===== src/rtl/clb_cfg_loader.sv =====
// clb_cfg_loader: bit-serial configuration loader and output stage for a
// single 2-input LUT CLB. A frame is shifted in LSB first (lut[3:0], use_ff,
// ff_init and, with parity enabled, an even-parity bit), checked, and then
// committed to the active configuration that drives the LUT and its output flop.
//
// Optional feature macro: CLB_CFG_PARITY_EN
//   defined   -> 7-bit frame with even parity over all bits; bad frames set cfg_err
//   undefined -> 6-bit frame, every frame commits, cfg_err stays 0
//
// Pad handshake: a bit is transferred on every rising edge where cfg_valid=1
// while a frame is open (SHIFT, or IDLE/SHIFT together with cfg_start);
// cfg_valid=0 is a stall with no timeout. There is no ready back-pressure:
// the loader accepts a bit in every cycle it is offered one.
module clb_cfg_loader #(
  parameter int FRAME_DATA_BITS = 6
) (
  input  logic        clk_i,
  input  logic        rst_ni,
  input  logic [16:0] ui_PAD2CORE,
  output logic [16:0] uo_CORE2PAD
);

`ifdef CLB_CFG_PARITY_EN
  localparam int FRAME_BITS = FRAME_DATA_BITS + 1;
`else
  localparam int FRAME_BITS = FRAME_DATA_BITS;
`endif
  localparam int CNT_W = 3;

  typedef enum logic [1:0] {
    S_IDLE  = 2'd0,
    S_SHIFT = 2'd1,
    S_CHECK = 2'd2
  } state_t;

  // Pad inputs
  logic w_a;
  logic w_b;
  logic w_valid;
  logic w_bit;
  logic w_start;

  assign w_a     = ui_PAD2CORE[0];
  assign w_b     = ui_PAD2CORE[1];
  assign w_valid = ui_PAD2CORE[2];
  assign w_bit   = ui_PAD2CORE[3];
  assign w_start = ui_PAD2CORE[4];

  // Loader state
  state_t                  r_state;
  logic [CNT_W-1:0]        r_cnt;
  logic [FRAME_BITS-1:0]   r_sr;
  logic                    r_done;
  logic                    r_err;

  // Active configuration
  logic [3:0]              r_lut;
  logic                    r_use_ff;
  logic                    r_ff_init;
  logic                    r_ff_q;

  logic w_lut_out;
  logic w_last_bit;
  logic w_frame_ok;
  logic w_commit;
  logic w_busy;
  logic w_y;
  logic w_unused;

  // LUT index is {A,B}: A selects the upper half of the truth table.
  assign w_lut_out  = r_lut[{w_a, w_b}];
  assign w_last_bit = (r_cnt == CNT_W'(FRAME_BITS - 1));

`ifdef CLB_CFG_PARITY_EN
  // Even parity across data and parity bit: an odd total marks a corrupt frame.
  assign w_frame_ok = ~(^r_sr);
`else
  assign w_frame_ok = 1'b1;
`endif

  assign w_commit = (r_state == S_CHECK) && w_frame_ok;
  assign w_busy   = (r_state != S_IDLE);
  assign w_y      = r_use_ff ? r_ff_q : w_lut_out;

  // Upper pad bits carry nothing; the stored ff_init is only observable via ff_q.
  assign w_unused = ^{ui_PAD2CORE[16:5], r_ff_init};

  // Frame FSM: start/restart, serial shift, one-cycle check with done/err flags.
  always_ff @(posedge clk_i or negedge rst_ni) begin
    if (!rst_ni) begin
      r_state <= S_IDLE;
      r_cnt   <= '0;
      r_sr    <= '0;
      r_done  <= 1'b0;
      r_err   <= 1'b0;
    end else begin
      r_done <= 1'b0;
      case (r_state)
        S_IDLE, S_SHIFT: begin
          if (w_start) begin
            // Open (or reopen) a frame; a coincident valid bit becomes bit 0.
            r_state <= S_SHIFT;
            r_err   <= 1'b0;
            if (w_valid) begin
              r_cnt <= CNT_W'(1);
              r_sr  <= {w_bit, {(FRAME_BITS-1){1'b0}}};
            end else begin
              r_cnt <= '0;
              r_sr  <= '0;
            end
          end else if ((r_state == S_SHIFT) && w_valid) begin
            // LSB first: new bit enters at the top, frame bit 0 ends in r_sr[0].
            r_sr  <= {w_bit, r_sr[FRAME_BITS-1:1]};
            r_cnt <= r_cnt + CNT_W'(1);
            if (w_last_bit) begin
              r_state <= S_CHECK;
              r_done  <= 1'b1;
            end
          end
        end
        S_CHECK: begin
          // cfg_start is ignored here; the frame buffer is cleared on the way out.
          r_state <= S_IDLE;
          r_cnt   <= '0;
          r_sr    <= '0;
          if (!w_frame_ok) r_err <= 1'b1;
        end
        default: begin
          r_state <= S_IDLE;
        end
      endcase
    end
  end

  // Active config commit and output flop; the flop takes ff_init on commit.
  always_ff @(posedge clk_i or negedge rst_ni) begin
    if (!rst_ni) begin
      r_lut     <= 4'b1000;
      r_use_ff  <= 1'b0;
      r_ff_init <= 1'b0;
      r_ff_q    <= 1'b0;
    end else if (w_commit) begin
      r_lut     <= r_sr[3:0];
      r_use_ff  <= r_sr[4];
      r_ff_init <= r_sr[5];
      r_ff_q    <= r_sr[5];
    end else begin
      r_ff_q    <= w_lut_out;
    end
  end

  assign uo_CORE2PAD = {7'b0, r_ff_q, r_use_ff, r_lut, r_err, r_done, w_busy, w_y};

endmodule


===== config.mk =====
export PLATFORM = sky130hd
export DESIGN_NAME = clb_cfg_loader
export DESIGN_NICKNAME = d
export VERILOG_FILES = /design/src/rtl/clb_cfg_loader.sv
export SDC_FILE = /design/constraint.sdc
export NUM_CORES = 1
export LEC_CHECK = 0
export ABC_AREA = 1
export BUFFER_PORTS_ARGS = -buffer_cell sky130_fd_sc_hd__buf_2
export CAP_MARGIN = 20
export CORE_MARGIN = 2
export CORE_UTILIZATION = 32
export CTS_CLUSTER_SIZE = 28
export DETAILED_ROUTE_END_ITERATION = 12
export GPL_ROUTABILITY_DRIVEN = 0
export PLACE_DENSITY = 0.63
export SYNTH_ARGS = -nofsm -noshare
export SYNTH_HDL_FRONTEND = slang
export SYNTH_SLANG_ARGS = --single-unit

===== constraint.sdc =====
create_clock -name clk_i -period 2 [get_ports clk_i]
set_clock_uncertainty 0.05 [all_clocks]
set_input_delay 0.3 -clock clk_i [delete_from_list [all_inputs] [get_ports clk_i]]
set_output_delay 0.3 -clock clk_i [all_outputs]
set_load 0.03 [all_outputs]

==> impl_metrics.xml, run 1 <==
<?xml version="1.0" encoding="UTF-8"?>
<metrics>
  <group name="logic_synthesis">
    <metric name="synth_cells" unit="">114</metric>
    <metric name="postSynth.asyncResetShare" unit="">1.00</metric>
    <metric name="yosysTopAreaCellShare" unit="">0.439</metric>
    <metric name="synth-seq-cells" unit="">18</metric>
    <metric name="synthTopCellsByArea" unit="">sky130_fd_sc_hd__dfrtp_1, sky130_fd_sc_hd__nand2_1, sky130_fd_sc_hd__buf_4, sky130_fd_sc_hd__nand4_1, sky130_fd_sc_hd__nand3_1</metric>
    <metric name="synth_top_area_cell" unit="">sky130_fd_sc_hd__dfrtp_1</metric>
    <metric name="synth_commonest_cells" unit="">sky130_fd_sc_hd__nand2_1, sky130_fd_sc_hd__dfrtp_1, sky130_fd_sc_hd__buf_4</metric>
    <metric name="ys_dominant_reg_cell" unit="">sky130_fd_sc_hd__dfrtp_1</metric>
    <metric name="mappedNetlistArea" unit="µm²">968</metric>
    <metric name="synthesis.area_per_instance" unit="µm²">8.49</metric>
    <metric name="yosys_warnings" unit="">0</metric>
    <metric name="ys_seq_area_frac" unit="">0.466</metric>
    <metric name="synth-edff-count" unit="">0</metric>
    <metric name="synthMostInstantiatedCell" unit="">sky130_fd_sc_hd__nand2_1</metric>
    <metric name="synthDistinctLibCells" unit="">19</metric>
  </group>
  <group name="floorplan">
    <metric name="initial_core_util" unit="">0.345</metric>
    <metric name="fp.coreArea" unit="µm²">2810</metric>
    <metric name="core.rowCount" unit="">19</metric>
    <metric name="fp.dieArea" unit="µm²">3480</metric>
    <metric name="die_height" unit="µm">59.0</metric>
    <metric name="ports_placed_on_the_boundary" unit="">36</metric>
    <metric name="die_width" unit="µm">59.0</metric>
  </group>
  <group name="critical_path">
    <metric name="critPathKind" unit="">reg2out</metric>
    <metric name="cp.arrival" unit="ns">1.30</metric>
    <metric name="cp_max_fo" unit="">3</metric>
    <metric name="type_of_element_capturing_the_critical_path" unit="">output pin</metric>
    <metric name="worstPathRequired" unit="ns">1.65</metric>
    <metric name="worst_setup_path_start_kind" unit="">register</metric>
  </group>
  <group name="clocking">
    <metric name="cts_made_buffers" unit="">3</metric>
    <metric name="clk-insertion-delay-late" unit="ns">0.29</metric>
    <metric name="cts_root_buffer" unit="">sky130_fd_sc_hd__clkbuf_4</metric>
    <metric name="ctsHoldBuffers" unit="">1</metric>
    <metric name="cts-htree-levels" unit="">1</metric>
    <metric name="cts.sink_count" unit="">18</metric>
    <metric name="cts_repair_resizes" unit="">0</metric>
    <metric name="clk_path_buf_depth" unit="">2</metric>
    <metric name="post_cts_buffers" unit="">0</metric>
    <metric name="tritoncts_clock_tree" unit="">yes</metric>
    <metric name="clkSlewWorstSetupHoldPaths" unit="ns">0.10</metric>
  </group>
  <group name="power_and_ir_drop">
    <metric name="power-per-cell-area" unit="nW/µm²">690</metric>
    <metric name="p_leak" unit="nW">0.589</metric>
    <metric name="vdd.ir_drop.worst" unit="µV">271</metric>
    <metric name="p_total" unit="mW">0.706</metric>
  </group>
  <group name="place">
    <metric name="port_buffer_cells" unit="">15</metric>
    <metric name="detailed_place_hpwl" unit="µm">1250</metric>
  </group>
  <group name="routing">
    <metric name="routed_wirelength" unit="µm">1690</metric>
    <metric name="total_iterations_of_the_first_detailed_routing_run" unit="">4</metric>
    <metric name="detailroute.via_count" unit="">731</metric>
    <metric name="wire_per_inst" unit="µm">10.8</metric>
    <metric name="drtIter0Drc" unit="">27</metric>
    <metric name="avgViaCountPerCell" unit="">4.69</metric>
    <metric name="route.antenna.remaining_nets" unit="">0</metric>
    <metric name="remaining_drc_errors" unit="">0</metric>
  </group>
  <group name="sta">
    <metric name="tns" unit="ns">0</metric>
    <metric name="report.final.slew_viol_count" unit="">0</metric>
    <metric name="timing_hold_violations_final" unit="">0</metric>
    <metric name="rsz0062_at_grt" unit="">no</metric>
    <metric name="timing.final.crit_share" unit="">0.826</metric>
    <metric name="max_freq" unit="MHz">605</metric>
    <metric name="setup_violations" unit="">0</metric>
    <metric name="min_period" unit="ns">1.65</metric>
  </group>
  <group name="finish">
    <metric name="area_used_by_sequential_logic_in_the_layout" unit="µm²">452</metric>
    <metric name="areaGrowthSynthToFinish" unit="%">5.68</metric>
    <metric name="post_route_cells_drive_above_1_share" unit="">0.208</metric>
    <metric name="antennaDiodeCount" unit="">0</metric>
    <metric name="num-nets-final" unit="">147</metric>
    <metric name="multiInputGateArea" unit="µm²">378</metric>
    <metric name="nFillCells" unit="">314</metric>
  </group>
  <group name="grt">
    <metric name="grt_pass1_wl" unit="µm">2960</metric>
    <metric name="first_global_vias" unit="">698</metric>
    <metric name="initial_antenna_violation_count" unit="">0</metric>
    <metric name="grt.overflow.total" unit="">0</metric>
    <metric name="grt_use_total" unit="">0.114</metric>
    <metric name="pin_count_of_the_biggest_net_entering_global_routing" unit="">19</metric>
  </group>
  <group name="flow_run">
    <metric name="drv_cap" unit="">0</metric>
  </group>
  <group name="run_status">
    <metric name="outcome" unit="">finished clean</metric>
  </group>
  <group name="worst_hold_path">
    <metric name="hold_class" unit="">in2reg</metric>
  </group>
</metrics>
-- worst paths after layout --
kind,startpoint,endpoint,slack (ns),cells past startpoint
worst max-delay path,r_lut[3],uo_CORE2PAD[0],0.35,5
worst min-delay path,ui_PAD2CORE[4],r_done,0.21,2
worst max register to register,r_state[1],r_sr[3],0.66,5
worst min register to register,r_lut[3],r_lut[3],0.44,2
max in group asynchronous,rst_ni,r_lut[3],1.17,2
min in group asynchronous,rst_ni,r_cnt[0],0.41,2
-- cell families (layout without fill, tap and decap cells) --
kind of cell / count (synthesis) / count (layout) / synth area share
flops: 18 / 18 / 0.466
xor+xnor: 1 / 1 / 0.00905
buf+inv: 25 / 29 / 0.171
compound gates: 2 / 2 / 0.0103
fa+ha+maj: 2 / 2 / 0.0258
other cells: 1 / 8 / 0.00387
simple gates: 65 / 65 / 0.314
-- worst max-delay path, cell delays in order, from the launching register on --
cell                      delay, ns
sky130_fd_sc_hd__dfstp_2       0.55
sky130_fd_sc_hd__nand2_1       0.05
sky130_fd_sc_hd__nand3_1       0.09
sky130_fd_sc_hd__nand3_1       0.08
sky130_fd_sc_hd__nand2_1       0.06
sky130_fd_sc_hd__buf_2         0.19
-- power breakdown --
group	leakage, nW	switching (mW)	internal [mW]
Clock	0.0210	0.116	0.111
Combinational	0.331	0.0668	0.0244
Sequential	0.236	0.0113	0.376
-- through the flow --
stage               cells  utilization  setup WS, ns  cell area [µm²]  hold slack, ns
floorplan             121            -         0.622              995         -0.0456
global placement      151        0.348         0.687              977           0.198
detailed placement    151        0.348         0.674              977           0.212
CTS                   156        0.365         0.333             1020           0.202
global route          156        0.365         0.268             1020           0.206
finish                156        0.365         0.347             1020           0.212
-- area by class of cell --
type,count,area share
clock buffer,4,0.0355
inverter,9,0.0330
multi-input combinational,78,0.369
sequential,18,0.441
tap,31,0.0379
timing repair buffer,16,0.0831
-- layer usage --
metal	vias to the layer above	track usage	routed length, µm
li1	369	-	-
met1	342	0.133	742
met2	18	0.194	843
met3	2	0.0459	88
met4	0	0.0292	15
met5	-	0	0
-- sequential cells by signal, indices dropped and copies added (netlist names) --
signal and count:
r_state 2, r_ff_q 1, r_use_ff 1, r_sr 6, r_lut 4, r_cnt 3
r_done 1
-- layout by cell type, fill, tap and decap left out, drive strengths merged --
cell / netlist / layout
a21oi: 1 / 1
buf: 16 / 15
clkbuf: 0 / 4
conb: 1 / 8
dfrtp: 17 / 17
dfstp: 1 / 1
dlygate4sd3: 0 / 1
ha: 2 / 2
inv: 9 / 9
nand2: 39 / 39
nand3: 12 / 12
nand4: 9 / 9
nor2: 3 / 3
nor3: 2 / 2
o21ai: 1 / 1
xor2: 1 / 1
(Power assumes the default switching activity.)
==> run 2: changes to the inputs <==
- PLACE_DENSITY: 0.63 -> 0.65
- clock period: 2 -> 1.35 ns (I/O delays scaled with it)
==> impl_metrics.xml, run 2 (same netlist as run 1, synthesis figures left out) <==
<?xml version="1.0" encoding="UTF-8"?>
<metrics>
  <group name="run_status">
    <metric name="outcome" unit="">complete, but fails checks</metric>
    <metric name="failed_checks" unit="">setup timing</metric>
  </group>
  <group name="grt">
    <metric name="grt.overflow.total" unit="">0</metric>
    <metric name="grt_use_total" unit="">0.107</metric>
    <metric name="initial_antenna_violation_count" unit="">0</metric>
    <metric name="first_global_vias" unit="">623</metric>
    <metric name="grt_pass1_wl" unit="µm">2670</metric>
    <metric name="pin_count_of_the_biggest_net_entering_global_routing" unit="">19</metric>
  </group>
  <group name="routing">
    <metric name="wire_per_inst" unit="µm">10.2</metric>
    <metric name="routed_wirelength" unit="µm">1670</metric>
    <metric name="route.antenna.remaining_nets" unit="">0</metric>
    <metric name="avgViaCountPerCell" unit="">4.49</metric>
    <metric name="drtIter0Drc" unit="">16</metric>
    <metric name="total_iterations_of_the_first_detailed_routing_run" unit="">2</metric>
    <metric name="remaining_drc_errors" unit="">0</metric>
    <metric name="detailroute.via_count" unit="">736</metric>
  </group>
  <group name="finish">
    <metric name="layout.cells.most_common" unit="">sky130_fd_sc_hd__nand2_1</metric>
    <metric name="largestRegisters" unit="">r_sr: 6 flops, r_lut: 4 flops, r_cnt: 3 flops</metric>
    <metric name="areaGrowthSynthToFinish" unit="%">15.1</metric>
    <metric name="top_register" unit="">r_sr</metric>
    <metric name="largest_reg_flops" unit="">6</metric>
    <metric name="num-nets-final" unit="">155</metric>
    <metric name="post_route_cells_drive_above_1_share" unit="">0.286</metric>
    <metric name="finalNonFillerCells" unit="">164</metric>
    <metric name="mostFrequentLayoutCells" unit="">sky130_fd_sc_hd__nand2_1, sky130_fd_sc_hd__dfrtp_1, sky130_fd_sc_hd__buf_2, sky130_fd_sc_hd__nand3_1, sky130_fd_sc_hd__nand4_1</metric>
    <metric name="antennaDiodeCount" unit="">0</metric>
  </group>
  <group name="clocking">
    <metric name="cts_root_buffer" unit="">sky130_fd_sc_hd__clkbuf_4</metric>
    <metric name="cts_made_buffers" unit="">3</metric>
    <metric name="cts-htree-levels" unit="">1</metric>
    <metric name="tritoncts_clock_tree" unit="">yes</metric>
    <metric name="clk_path_buf_depth" unit="">2</metric>
    <metric name="cts.sink_count" unit="">18</metric>
    <metric name="clk-insertion-delay-late" unit="ns">0.30</metric>
    <metric name="clkSlewWorstSetupHoldPaths" unit="ns">0.10</metric>
  </group>
  <group name="floorplan">
    <metric name="die_width" unit="µm">59.0</metric>
    <metric name="ports_placed_on_the_boundary" unit="">36</metric>
    <metric name="fp.dieArea" unit="µm²">3480</metric>
    <metric name="initial_core_util" unit="">0.345</metric>
    <metric name="core.rowCount" unit="">19</metric>
    <metric name="fp.coreArea" unit="µm²">2810</metric>
    <metric name="die_height" unit="µm">59.0</metric>
  </group>
  <group name="power_and_ir_drop">
    <metric name="power_frac_seq" unit="">0.545</metric>
    <metric name="power_switching" unit="mW">0.285</metric>
    <metric name="p_comb_frac" unit="">0.139</metric>
    <metric name="internal_power" unit="mW">0.766</metric>
    <metric name="p_total" unit="mW">1.05</metric>
    <metric name="power_frac_clock" unit="">0.316</metric>
    <metric name="vdd.ir_drop.worst" unit="µV">323</metric>
    <metric name="p_leak" unit="nW">0.637</metric>
    <metric name="power.share.switching" unit="">0.271</metric>
    <metric name="power-per-cell-area" unit="nW/µm²">942</metric>
  </group>
  <group name="critical_path">
    <metric name="type_of_element_capturing_the_critical_path" unit="">output pin</metric>
    <metric name="worst_path_cell_trace" unit="">nand2_2, nand3_2, nand3_2, nand2_2, buf_6</metric>
    <metric name="cp.arrival" unit="ns">1.22</metric>
    <metric name="cp_max_fo" unit="">2</metric>
    <metric name="worst_setup_path_start_kind" unit="">register</metric>
    <metric name="critical_path.max_stage_delay" unit="ns">0.55</metric>
    <metric name="worstPathRequired" unit="ns">1.10</metric>
    <metric name="crit_slowest_cell" unit="">sky130_fd_sc_hd__dfstp_2</metric>
    <metric name="critPathKind" unit="">reg2out</metric>
  </group>
  <group name="sta">
    <metric name="timing_hold_violations_final" unit="">0</metric>
    <metric name="rsz0062_at_grt" unit="">yes</metric>
    <metric name="post-route-worst-setup-slack" unit="ns">-0.118</metric>
    <metric name="setup_violations" unit="">2</metric>
    <metric name="report.final.slew_viol_count" unit="">0</metric>
    <metric name="min_period" unit="ns">1.47</metric>
    <metric name="max_freq" unit="MHz">681</metric>
    <metric name="timing.final.crit_share" unit="">1.09</metric>
  </group>
  <group name="place">
    <metric name="dp_cells" unit="">153</metric>
    <metric name="detailed_place_hpwl" unit="µm">1160</metric>
    <metric name="place_worst_setup_slack" unit="ns">0.136</metric>
    <metric name="port_buffer_cells" unit="">15</metric>
  </group>
  <group name="flow_run">
    <metric name="drv_cap" unit="">0</metric>
  </group>
  <group name="worst_hold_path">
    <metric name="hold_class" unit="">in2reg</metric>
  </group>
</metrics>
==> run 2: cell types whose count changed in the layout (fill, tap and decap cells not counted) <==
cell                      change
sky130_fd_sc_hd__buf_6        +3
sky130_fd_sc_hd__nand2_1      -2
sky130_fd_sc_hd__buf_4        +7
sky130_fd_sc_hd__nand2_2      +2
sky130_fd_sc_hd__nand3_1      -2
sky130_fd_sc_hd__nand3_2      +2
sky130_fd_sc_hd__buf_2        -2
==> run 2: area by class of cell <==
| cell class | count | area (µm²) |
|---|---|---|
| Tap cell | 31 | 38.8 |
| Fill cell | 301 | 1690 |
| Inverter | 9 | 33.8 |
| Timing Repair Buffer | 24 | 161 |
| Clock buffer | 4 | 36.3 |
| Sequential cell | 18 | 452 |
| Multi-Input combinational cell | 78 | 393 |
==> run 2: worst paths after layout <==
check                               start        endpoint  slack, ns  depth (start not counted)
max                              r_lut[3]  uo_CORE2PAD[0]      -0.12                          5
min                        ui_PAD2CORE[4]      r_state[1]       0.10                          2
max reg2reg                    r_state[1]        r_cnt[1]       0.13                          6
min reg2reg                      r_lut[2]        r_lut[2]       0.46                          2
max in group asynchronous          rst_ni        r_lut[3]       0.63                          2
min in group asynchronous          rst_ni        r_cnt[0]       0.30                          2
==> run 2: routing by layer <==
| metal | track usage | wire [µm] | vias to the layer above |
|---|---|---|---|
| met1 | 0.117 | 707 | 330 |
| li1 | - | - | 385 |
| met5 | 0 | 0 | - |
| met2 | 0.175 | 877 | 17 |
| met4 | 0.0682 | 28 | 0 |
| met3 | 0.0393 | 58 | 4 |
==> run 2: critical path: cells and delay by family, from the launching register on <==
family	cells	cell delay, ns
AND/OR/NAND/NOR	4	0.24
buffers and inverters	1	0.12
flip-flops	1	0.55
==> run 2: power groups by stage <==
stage | registers, mW | clock network [mW] | logic [mW]
after global routing | 0.576 | 0.372 | 0.166
after detailed placement | 0.584 | 0 | 0.137
after CTS | 0.573 | 0.345 | 0.145
after global placement | 0.582 | 0 | 0.133
after floorplan | 0.580 | 0 | 0.126
final | 0.573 | 0.332 | 0.146
==> run 2: what timing repair did <==
item / 4_1_cts / 5_1_grt
setup buffers: 2 / 4
setup endpoints to repair: 2 / 3
resized for setup: 5 / 4
hold buffers: 1 / 0
pin swaps: 3 / 1
hold endpoints to repair: 17 / 0
==> run 2: per-stage QoR <==
stage               hold WS (ns)   util  setup TNS, ns  area [µm²]
finish                     0.103  0.397         -0.176        1110
global route               0.104  0.397         -0.270        1110
CTS                       0.0905  0.382         -0.133        1070
detailed placement         0.104  0.354              0         992
global placement          0.0982  0.354              0         992
floorplan                 -0.143      -              0         995
